`src/rtl/uart_frame_pkg.sv`:
```
// Shared types and constants for uart_frame_sender.
// Define FRAME_CKSUM_EN to append an 8-bit additive checksum byte to every frame.
package uart_frame_pkg;

  typedef enum logic [2:0] {
    ST_IDLE,
    ST_LOAD,
    ST_SEND,
    ST_WAIT,
    ST_GAP,
    ST_ABORT
  } state_t;

  localparam int         DEF_NUM_WORDS = 6;
  localparam logic [7:0] DEF_HEADER0   = 8'h55;
  localparam logic [7:0] DEF_HEADER1   = 8'hAA;
  localparam int         HDR_BYTES     = 2;

`ifdef FRAME_CKSUM_EN
  localparam int CKSUM_BYTES = 1;
`else
  localparam int CKSUM_BYTES = 0;
`endif

  function automatic int frame_len(input int num_words);
    return HDR_BYTES + 2 * num_words + CKSUM_BYTES;
  endfunction

  // The byte index must be able to reach frame_len itself (the "frame done" value).
  function automatic int idx_width(input int num_words);
    return $clog2(frame_len(num_words) + 1);
  endfunction

endpackage

```
`src/rtl/uart_frame_sender_if.sv`:
```
// Sample-in / byte-out signal bundle for uart_frame_sender.
// master = the frame sender itself, slave = its sensor/UART neighbours.
interface uart_frame_sender_if #(
  parameter int NUM_WORDS = 6
);
  logic                     s_valid;
  logic                     s_ready;
  logic [16*NUM_WORDS-1:0]  s_data;
  logic [7:0]               tx_data;
  logic                     tx_send;
  logic                     tx_done;
  logic                     busy;
  logic                     frame_err;

  modport master (
    input  s_valid, s_data, tx_done,
    output s_ready, tx_data, tx_send, busy, frame_err
  );

  modport slave (
    output s_valid, s_data, tx_done,
    input  s_ready, tx_data, tx_send, busy, frame_err
  );
endinterface

```
`src/rtl/uart_frame_sender.sv`:
```
// Frames one multi-word sensor sample into header + MSB-first data bytes for a byte UART.
// Define FRAME_CKSUM_EN to append the mod-256 sum of all preceding frame bytes.
module uart_frame_sender
  import uart_frame_pkg::*;
#(
  parameter int         NUM_WORDS      = DEF_NUM_WORDS,
  parameter logic [7:0] HEADER0        = DEF_HEADER0,
  parameter logic [7:0] HEADER1        = DEF_HEADER1,
  parameter int         GAP_CYCLES     = 2,
  parameter int         TIMEOUT_CYCLES = 100000
) (
  input  logic               clk,
  input  logic               rst,
  uart_frame_sender_if.master bus
);

  localparam int FRAME_LEN = frame_len(NUM_WORDS);
  localparam int IDX_W     = idx_width(NUM_WORDS);
  localparam int TMO_W     = $clog2(TIMEOUT_CYCLES + 1);
  localparam int GAP_W     = $clog2(GAP_CYCLES + 1);

  localparam logic [IDX_W-1:0] IDX_END  = IDX_W'(FRAME_LEN);
  localparam logic [TMO_W-1:0] TMO_LAST = TMO_W'(TIMEOUT_CYCLES - 1);
  localparam logic [GAP_W-1:0] GAP_LAST = GAP_W'(GAP_CYCLES - 1);

  state_t                   state_reg,   state_next;
  logic [IDX_W-1:0]         idx_reg,     idx_next;
  logic [7:0]               tx_data_reg, tx_data_next;
  logic [TMO_W-1:0]         tmo_cnt_reg, tmo_cnt_next;
  logic [GAP_W-1:0]         gap_cnt_reg, gap_cnt_next;
  logic [16*NUM_WORDS-1:0]  sample_reg;

  logic                     accept;
  logic [7:0]               frame_bytes [FRAME_LEN];
  logic [7:0]               cur_byte;

  assign accept = (state_reg == ST_IDLE) && bus.s_valid;

  assign frame_bytes[0] = HEADER0;
  assign frame_bytes[1] = HEADER1;

  generate
    for (genvar gi = 0; gi < NUM_WORDS; gi++) begin : g_word_bytes
      assign frame_bytes[HDR_BYTES + 2*gi]     = sample_reg[16*gi + 8 +: 8];
      assign frame_bytes[HDR_BYTES + 2*gi + 1] = sample_reg[16*gi     +: 8];
    end
  endgenerate

`ifdef FRAME_CKSUM_EN
  logic [7:0] cksum_reg;

  // The trailing slot reads the running sum, which by then covers every earlier byte.
  assign frame_bytes[FRAME_LEN-1] = cksum_reg;

  always_ff @(posedge clk or posedge rst) begin
    if (rst) begin
      cksum_reg <= '0;
    end else if (accept) begin
      cksum_reg <= '0;
    end else if (state_reg == ST_LOAD && idx_reg != IDX_W'(FRAME_LEN - 1)) begin
      cksum_reg <= cksum_reg + cur_byte;
    end
  end
`endif

  always_comb begin
    cur_byte = '0;
    for (int i = 0; i < FRAME_LEN; i++) begin
      if (idx_reg == IDX_W'(i)) cur_byte = frame_bytes[i];
    end
  end

  always_ff @(posedge clk or posedge rst) begin
    if (rst) begin
      state_reg   <= ST_IDLE;
      idx_reg     <= '0;
      tx_data_reg <= '0;
      tmo_cnt_reg <= '0;
      gap_cnt_reg <= '0;
      sample_reg  <= '0;
    end else begin
      state_reg   <= state_next;
      idx_reg     <= idx_next;
      tx_data_reg <= tx_data_next;
      tmo_cnt_reg <= tmo_cnt_next;
      gap_cnt_reg <= gap_cnt_next;
      if (accept) sample_reg <= bus.s_data;
    end
  end

  // tx_data only moves in LOAD, where tx_send is low, so the UART never re-latches a torn byte.
  always_comb begin
    state_next   = state_reg;
    idx_next     = idx_reg;
    tx_data_next = tx_data_reg;
    tmo_cnt_next = tmo_cnt_reg;
    gap_cnt_next = gap_cnt_reg;
    case (state_reg)
      ST_IDLE: begin
        if (bus.s_valid) begin
          idx_next   = '0;
          state_next = ST_LOAD;
        end
      end
      ST_LOAD: begin
        tx_data_next = cur_byte;
        tmo_cnt_next = '0;
        state_next   = ST_SEND;
      end
      ST_SEND: begin
        state_next = ST_WAIT;
      end
      ST_WAIT: begin
        // A done on the expiry clock still counts as success.
        if (bus.tx_done) begin
          idx_next     = idx_reg + IDX_W'(1);
          gap_cnt_next = '0;
          state_next   = ST_GAP;
        end else if (tmo_cnt_reg == TMO_LAST) begin
          state_next = ST_ABORT;
        end else begin
          tmo_cnt_next = tmo_cnt_reg + TMO_W'(1);
        end
      end
      ST_ABORT: begin
        idx_next     = IDX_END;
        gap_cnt_next = '0;
        state_next   = ST_GAP;
      end
      ST_GAP: begin
        if (gap_cnt_reg == GAP_LAST) begin
          state_next = (idx_reg < IDX_END) ? ST_LOAD : ST_IDLE;
        end else begin
          gap_cnt_next = gap_cnt_reg + GAP_W'(1);
        end
      end
      default: begin
        state_next = ST_IDLE;
      end
    endcase
  end

  assign bus.s_ready   = (state_reg == ST_IDLE);
  assign bus.busy      = (state_reg != ST_IDLE);
  assign bus.tx_send   = (state_reg == ST_SEND) || (state_reg == ST_WAIT);
  assign bus.frame_err = (state_reg == ST_ABORT);
  assign bus.tx_data   = tx_data_reg;

endmodule

```
`src/flat_wrapper.sv`:
```
// flat-port wrapper written by rule: the top's interface ports become plain ports
module uart_frame_sender_flat import uart_frame_pkg::*;
#(
  parameter int         NUM_WORDS      = DEF_NUM_WORDS,
  parameter logic [7:0] HEADER0        = DEF_HEADER0,
  parameter logic [7:0] HEADER1        = DEF_HEADER1,
  parameter int         GAP_CYCLES     = 2,
  parameter int         TIMEOUT_CYCLES = 100000
)
  (clk, rst, bus_s_valid, bus_s_data, bus_tx_done, bus_s_ready, bus_tx_data, bus_tx_send, bus_busy, bus_frame_err);
  uart_frame_sender_if #(.NUM_WORDS(NUM_WORDS)) bus_i ();
  input  logic clk;
  input  logic rst;
  input wire logic [$bits(bus_i.s_valid)-1:0] bus_s_valid;
  input wire logic [$bits(bus_i.s_data)-1:0] bus_s_data;
  input wire logic [$bits(bus_i.tx_done)-1:0] bus_tx_done;
  output wire logic [$bits(bus_i.s_ready)-1:0] bus_s_ready;
  output wire logic [$bits(bus_i.tx_data)-1:0] bus_tx_data;
  output wire logic [$bits(bus_i.tx_send)-1:0] bus_tx_send;
  output wire logic [$bits(bus_i.busy)-1:0] bus_busy;
  output wire logic [$bits(bus_i.frame_err)-1:0] bus_frame_err;
  assign bus_i.s_valid = bus_s_valid;
  assign bus_i.s_data = bus_s_data;
  assign bus_i.tx_done = bus_tx_done;
  assign bus_s_ready = bus_i.s_ready;
  assign bus_tx_data = bus_i.tx_data;
  assign bus_tx_send = bus_i.tx_send;
  assign bus_busy = bus_i.busy;
  assign bus_frame_err = bus_i.frame_err;
  uart_frame_sender #(.NUM_WORDS(NUM_WORDS), .HEADER0(HEADER0), .HEADER1(HEADER1), .GAP_CYCLES(GAP_CYCLES), .TIMEOUT_CYCLES(TIMEOUT_CYCLES)) u_core (.clk(clk), .rst(rst), .bus(bus_i));
endmodule
```
`config.mk`:
```
export PLATFORM = sky130hd
export DESIGN_NAME = uart_frame_sender_flat
export DESIGN_NICKNAME = d
export VERILOG_FILES = /design/src/rtl/uart_frame_pkg.sv /design/src/rtl/uart_frame_sender_if.sv /design/src/rtl/uart_frame_sender.sv /design/src/flat_wrapper.sv
export SDC_FILE = /design/constraint.sdc
export NUM_CORES = 1
export LEC_CHECK = 0
export CAP_MARGIN = 20
export CELL_PAD_IN_SITES_DETAIL_PLACEMENT = 0
export CELL_PAD_IN_SITES_GLOBAL_PLACEMENT = 1
export CORE_MARGIN = 2
export CORE_UTILIZATION = 40
export DETAILED_ROUTE_END_ITERATION = 16
export PLACE_DENSITY = 0.75
export SETUP_SLACK_MARGIN = 0.5
export SLEW_MARGIN = 20
export SYNTH_ARGS = -nofsm -noshare
export SYNTH_HDL_FRONTEND = slang
export SYNTH_SLANG_ARGS = --single-unit
```
`constraint.sdc`:
```
create_clock -name clk -period 4.45 [get_ports clk]
set_input_delay 0.6675 -clock clk [delete_from_list [all_inputs] [get_ports clk]]
set_output_delay 0.6675 -clock clk [all_outputs]
set_load 0.01 [all_outputs]
```
==> reports/results.ini <==
[clock_network]
ctsRootBufferMaster = clkbuf_16
cts_resized = 0
clock-sinks = 130
cts_buffers = 17
htreeDepth = 4
clk_path_buf_depth = 2
cts_tree = built
holdBufCountCts = 0
path_clk_slew_ns = 0.06
post_cts_buffers = 0
clock_latency_ns = 0.43

[synthesis]
synth-edff-count = 0
yosysTopAreaCell = dfrtp_1
syn_area_um2 = 6430
synth_seq_cells = 130
synthDominantCellAreaShare_pct = 50.6
synth_area_leaders = dfrtp_1 (51%), mux2_2 (15%), nand2_1 (3.4%), o21ai_0 (2.9%), nor2_1 (2.0%)
syn_area_per_cell_um2 = 11.0
synth_cell_types = 58
yosys_most_used_dff = dfrtp_1
synthArstFlopShare_pct = 100
synth_fp_nets = 692
syn_inst = 586
ys_seq_area_share_pct = 50.6
ys_warn_count = 0

[floorplan]
die-area_um2 = 17100
coreArea_um2 = 15800
die_h_um = 131
io_pins = 112
initial_utilization_pct = 40.8
fp-row-count = 46
dieWidth_um = 131

[worst_setup_path]
worstSetupPathType = reg -> reg
r2r_end = u_core.bus.tx_data[4]
start_kind = flop
cp.arrival_ns = 3.03
cp_max_fo = 31
r2r-start = u_core.idx_reg[1]
slowest_stage = ha_1
ff2ff_path_depth = 6
crit_chain = inv_1 -> ha_1 -> nand3_1 -> and2_1 -> a221oi_1 -> o2bb2ai_1
cp.required_ns = 4.74
ff2ff_setup_slack_ns = 1.71
max_stage_delay_ns = 0.82
end_kind = flop

[global_route]
groute.usage.overall_pct = 21.4
grt_max_degree = 131
antenna_found_initial = 0
grt_pass1_wl_mm = 27.4
overflow = 0
grt_pass1_vias = 5008

[timing]
hold-worst-slack_ns = 0.491
worst_pin_slew_ns = 0.994
fin_crit_sh_pct = 61.6
slew_viol_final = 0
setup_viol = 0
fin_tns_setup_ns = 0
finClkSkew_ns = 0.00640
rsz0062_at_grt = false
fmax_mhz = 365
hold_viol = 0
max_slew_margin_pct = 33.7
period_minus_slack_ns = 2.74

[hold_path]
hold_class = reg -> reg
hp-start = u_core.sample_reg[16]
worstHoldPathCells = 1
holdPathEnd = u_core.sample_reg[16]

[layout]
final_util_pct = 52.9
layout.nets = 793
largest_reg_flops = 96
register_area_um2 = 3250
fillers = 1419
multi_input_area_um2 = 2930
final_common_cell = dfrtp_1
drive_above_1_share_pct = 19.3
area_delta_synth_final_pct = 29.8
design_area_um2 = 8350
antenna_cells = 0
layout_common_cells = dfrtp_1 (130), clkdlybuf4s50_1 (111), mux2_2 (86), nand2_1 (59), o21ai_0 (37)

[routing]
wl_per_cell_um = 18.6
drc = 0
vias = 4995
first_pass_iters = 5
via_per_inst = 5.45
final_antenna_net_count = 0
dr.first_iter.drc_count = 346
routed_wirelength_mm = 17.0

[placed_design]
port_buffers = 111
placed_area_um2 = 7690
dp_hpwl_mm = 12.0
gp_congestion = 0.811

[run]
cap_violations = 0

[power]
fin_total_pwr_mw = 5.64
vdd_drop_max_uv = 346
power_leakage_nw = 3.38
p_per_area_nw_per_um2 = 676

[run_status]
status = completed

==> worst max-delay path: cells and delay by family, from the launching register on <==
kind            cells  cell delay [ns]
flops               1             0.41
simple gates        2             0.68
buf+inv             1             0.13
compound gates      2             0.54
fa+ha+maj           1             0.82
==> power breakdown <==
group	total, mW	leakage (nW)	switching [mW]	internal (mW)
clock	1.53	0.309	0.524	1.01
sequential	2.11	1.59	0.401	1.71
combinational	2.00	1.49	0.994	1.01
total	5.64	3.38	1.92	3.72
==> worst max path at each step <==
stage               cells after the start                 from                     to  slack [ns]
floorplan                               1                  rst  u_core.bus.tx_data[0]        2.17
global placement                        4          bus_s_valid  u_core.sample_reg[60]        1.76
detailed placement                      4          bus_s_valid  u_core.sample_reg[60]        1.71
CTS                                     4  u_core.state_reg[2]          bus_frame_err        1.69
global route                            6    u_core.idx_reg[1]  u_core.bus.tx_data[6]        1.49
finish                                  6    u_core.idx_reg[1]  u_core.bus.tx_data[4]        1.71
==> cell type report <==
| cell class | count | share of cell area, % |
|---|---|---|
| well taps | 216 | 3.24 |
| flip-flops and latches | 130 | 39.0 |
| multi-input cells | 404 | 35.1 |
| repair buffers | 119 | 14.2 |
| clock buffers | 19 | 5.31 |
| clock inverters | 13 | 2.50 |
| inverters | 15 | 0.720 |
==> synthesized netlist by cell type, types with 4 or more instances <==
| cell type | instances |
|---|---|
| nor2_1 | 35 |
| a211oi_1 | 4 |
| a2bb2oi_1 | 6 |
| nor2b_1 | 5 |
| ha_1 | 6 |
| clkbuf_1 | 9 |
| nand3b_1 | 5 |
| o22ai_1 | 6 |
| buf_4 | 7 |
| a311oi_1 | 4 |
| o221ai_1 | 4 |
| nor3_1 | 4 |
| and3_1 | 4 |
| or3_1 | 5 |
| o2bb2ai_1 | 5 |
| a21oi_1 | 25 |
| nand2_1 | 59 |
| xor2_1 | 13 |
| nand2b_1 | 4 |
| mux2_1 | 7 |
| o31ai_1 | 4 |
| dfrtp_1 | 130 |
| nand4_1 | 10 |
| o21ai_0 | 37 |
| nand3_1 | 13 |
| buf_2 | 18 |
| mux2_2 | 86 |
| a221oi_1 | 7 |
| inv_1 | 15 |
| a32oi_1 | 7 |
==> logic make-up after synthesis <==
family | count (synthesis) | share of synthesized area, %
xor gates and xnor gates | 13 | 1.77
DFF | 130 | 50.6
muxes | 95 | 16.6
AOI/OAI and AO/OA | 124 | 12.7
adders and majority gates | 6 | 1.17
and+or+nand+nor | 166 | 13.2
buffers and inverters | 52 | 3.91
==> per-layer routing <==
layer	GRT usage (%)	up-vias	wire, um
li1	-	2334	-
met1	29.8	2470	7810
met2	32.8	164	7910
met3	5.13	27	995
met4	7.63	0	284
met5	0	-	0
==> through the flow <==
stage	cells	setup slack, ns
2_1_floorplan	586	2.17
3_3_place_gp	884	1.76
3_5_place_dp	884	1.71
4_1_cts	916	1.69
5_1_grt	916	1.49
6_report	916	1.71
Power figures use the tool's default switching activity.
==> variant, RTL diff (same flow settings) <==
`tx_data_reg` no longer has a reset.
--- a/src/rtl/uart_frame_sender.sv
+++ b/src/rtl/uart_frame_sender.sv
@@ -75,5 +75,4 @@
       state_reg   <= ST_IDLE;
       idx_reg     <= '0;
-      tx_data_reg <= '0;
       tmo_cnt_reg <= '0;
       gap_cnt_reg <= '0;
@@ -82,9 +81,12 @@
       state_reg   <= state_next;
       idx_reg     <= idx_next;
-      tx_data_reg <= tx_data_next;
       tmo_cnt_reg <= tmo_cnt_next;
       gap_cnt_reg <= gap_cnt_next;
       if (accept) sample_reg <= bus.s_data;
     end
+  end
+
+  always_ff @(posedge clk) begin
+    tx_data_reg <= tx_data_next;
   end
 
Formal check against the unedited RTL: differs if rst is asserted again (counterexample within 4 cycles, from zero or initial values and one cycle with rst high); with rst held inactive, the same outputs for 10 cycles.
==> variant against the unedited design <==
  * Via count up 2.4%
  * Worst setup slack worse by 48 ps
  * Area after synthesis up 1.9%
  * Design area about the same
  * Power up 2.0%
  * Critical path depth down 3
  * Sequential cell count unchanged
  * Routed wire length up 0.76%
==> variant: results (changes against the unedited design) <==
* Result of the run: finished clean
* Netlist cell types: 66 (+14%)
* FF-to-FF path depth: 7 (+1)
- The root buffer cell chosen for the clock tree is clkbuf_16.
- The detailed-router iteration count before antenna repair is 5 (unchanged).
* First-pass GRT wire length: 27.52 mm (+0.48%)
- The worst register-to-register path begins at u_core.idx_reg[1].
- Largest net degree at the start of global routing: 64 (-51%)
- Largest register FFs: 96 (unchanged)
* DP Wirelength: 12.30 mm (+2.7%)
- The delay contributed by the slowest stage of the critical path was 610 ps (-210 ps).
* Top area cells in the synthesized netlist: dfrtp_1, mux2_2, mux2_1
- Post CTS Setup Buffer Count: 0 (unchanged)
* Post-CTS clock slew at the launch and capture registers of the worst setup and hold paths: 60 ps (about the same)
- Destination of the critical timing path: bus_s_ready
- The most used flip-flop cell after synthesis is dfrtp_1.
- The initial antenna violation count came to 0 (unchanged).
- The slack of the worst reg-to-reg path came to 1760 ps (+50 ps).
* Starting DRT DRC Count: 447 (+29%)
- The number of cells upsized or downsized after cts is 0 (unchanged).
- IR Drop Worst-Case VDD: 0.3622 mV (+4.7%)
- Final antenna diode count: 0 (unchanged)
* Fraction of registers with async set/reset: 93.85% (-6.2 points)
- The highest net fanout along the worst path was 19 (-39%).
- DP Cell Count: 886 (+0.23%)
* Ratio of cells with drive above 1 in the final layout: 13.82% (-5.5 points)
* Worst reg2reg path endpoint: u_core.bus.tx_data[6]
- Max-slew headroom at the worst pin: 44.12% (+10 points)
* First element of the critical path: u_core.state_reg[0]
* Clock tree from TritonCTS: yes
* Deepest level of the CTS H-tree: 4 (unchanged)
* Vias after detailed routing: 5113 (+2.4%)
* Insertion delay of the later-clocked pin in the worst-skew pair: 430 ps (about the same)
- The largest individual stage delay along the critical path comes from the cell dfrtp_1.
- Clock buffer count from CTS: 17 (unchanged)
* GR Overflow Total: 0 (unchanged)
* GRT Total Usage: 20.26% (-1.1 points)
* Worst hold path type: reg -> reg
- The net count of the finished layout came to 795 (+0.25%).
- The post-synthesis average cell area is 11.06 um^2 (+0.84%).
- Layout Skew: 8.276 ps (+1.871 ps)
- The count of flip-flops with a built-in enable after synthesis is 8 (+8).
- The count of input and output buffers came to 111 (unchanged).
* Leakage dissipation: 0.003345 uW (-1.2%)
- The synthesized netlist net count was 698 (+0.87%).
- Synth Warn #: 0 (unchanged)
- Share of synthesized area occupied by flip-flops and latches: 50.28% (-0.32 points)
- The final routed wirelength across all metal layers is 17.13 mm (+0.76%).
- WL per Instance: 18.66 um (+0.55%)
- The maximum clock insertion buffer count is 2 (unchanged).
* Most common library cells after synthesis: dfrtp_1, nand2_1, mux2_2
* Routability-driven placement congestion ratio: 0.8520 (+5.1%)
- Data arrival, critical path: 2120 ps (-910 ps)
[variant: cell types whose count changed after synthesis, sizes merged, moves of 9 or more]
cell    before  now
nand2       59   47
nor2        36   22
clkbuf       9   18
xor2        13    0
[variant: cells by family (layout without fill, tap and decap cells)]
kind of cell | count (synthesis) | after routing | share of synthesized area, %
flip-flops | 130 | 130 | 50.28
XOR/XNOR | 2 | 2 | 0.2675
adder cells (fa/ha/maj) | 6 | 6 | 1.146
AO/OA/AOI/OAI | 156 | 156 | 15.86
AND/OR/NAND/NOR | 146 | 146 | 11.73
multiplexers | 91 | 91 | 15.63
buffers and inverters | 61 | 171 | 5.100
[variant: cell type report]
type,count,area [um^2]
multi-input cells,401,2925
inverters,21,81.33
well taps,216,270.3
clock buffers,20,446.7
flip-flops and latches,130,3293
clock inverters,12,133.9
fillers,1411,7604
repair buffers,118,1189
[variant: how the worst min path moves through the flow]
| stage | slack (ps) | endpoint | start | cells past startpoint |
|---|---|---|---|---|
| floorplan | 450 | u_core.sample_reg[7] | u_core.sample_reg[7] | 1 |
| global placement | 460 | u_core.gap_cnt_reg[1] | u_core.gap_cnt_reg[1] | 1 |
| detailed placement | 480 | u_core.gap_cnt_reg[1] | u_core.gap_cnt_reg[1] | 1 |
| CTS | 490 | u_core.gap_cnt_reg[1] | u_core.gap_cnt_reg[1] | 1 |
| global route | 510 | u_core.sample_reg[7] | u_core.sample_reg[7] | 1 |
| finish | 490 | u_core.sample_reg[65] | u_core.sample_reg[65] | 1 |
[variant: power by group]
part | switching, uW | internal [uW]
clock network | 523 | 839
registers | 470 | 1770
logic | 1090 | 1060
[variant: worst max-delay path: cells and delay by family, from the launching register on]
kind | cells | cell delay (ps)
flops | 1 | 610
simple gates | 1 | 490
buf+inv | 2 | 590
[variant: through the flow]
step | area [um^2] | hold WS (ps) | setup WS [ps] | power [uW]
finish | 8339 | 492.1 | 1663 | 5755
global route | 8339 | 507.1 | 1484 | 6143
CTS | 8339 | 491.1 | 1647 | 5785
detailed placement | 7759 | 478.1 | 1709 | 4391
global placement | 7759 | 458.2 | 1738 | 4327
floorplan | 6550 | 448.4 | 540.0 | 3687
[variant: metal layers]
metal  up-vias  wire (um)  share of wire, %  track usage (%)
met3        24        870               5.1            4.998
met5         -          0                 0                0
met4         0        284               1.7            6.522
li1       2373          -                 -                -
met2       175       8468                49            32.93
met1      2541       7506                44            26.68
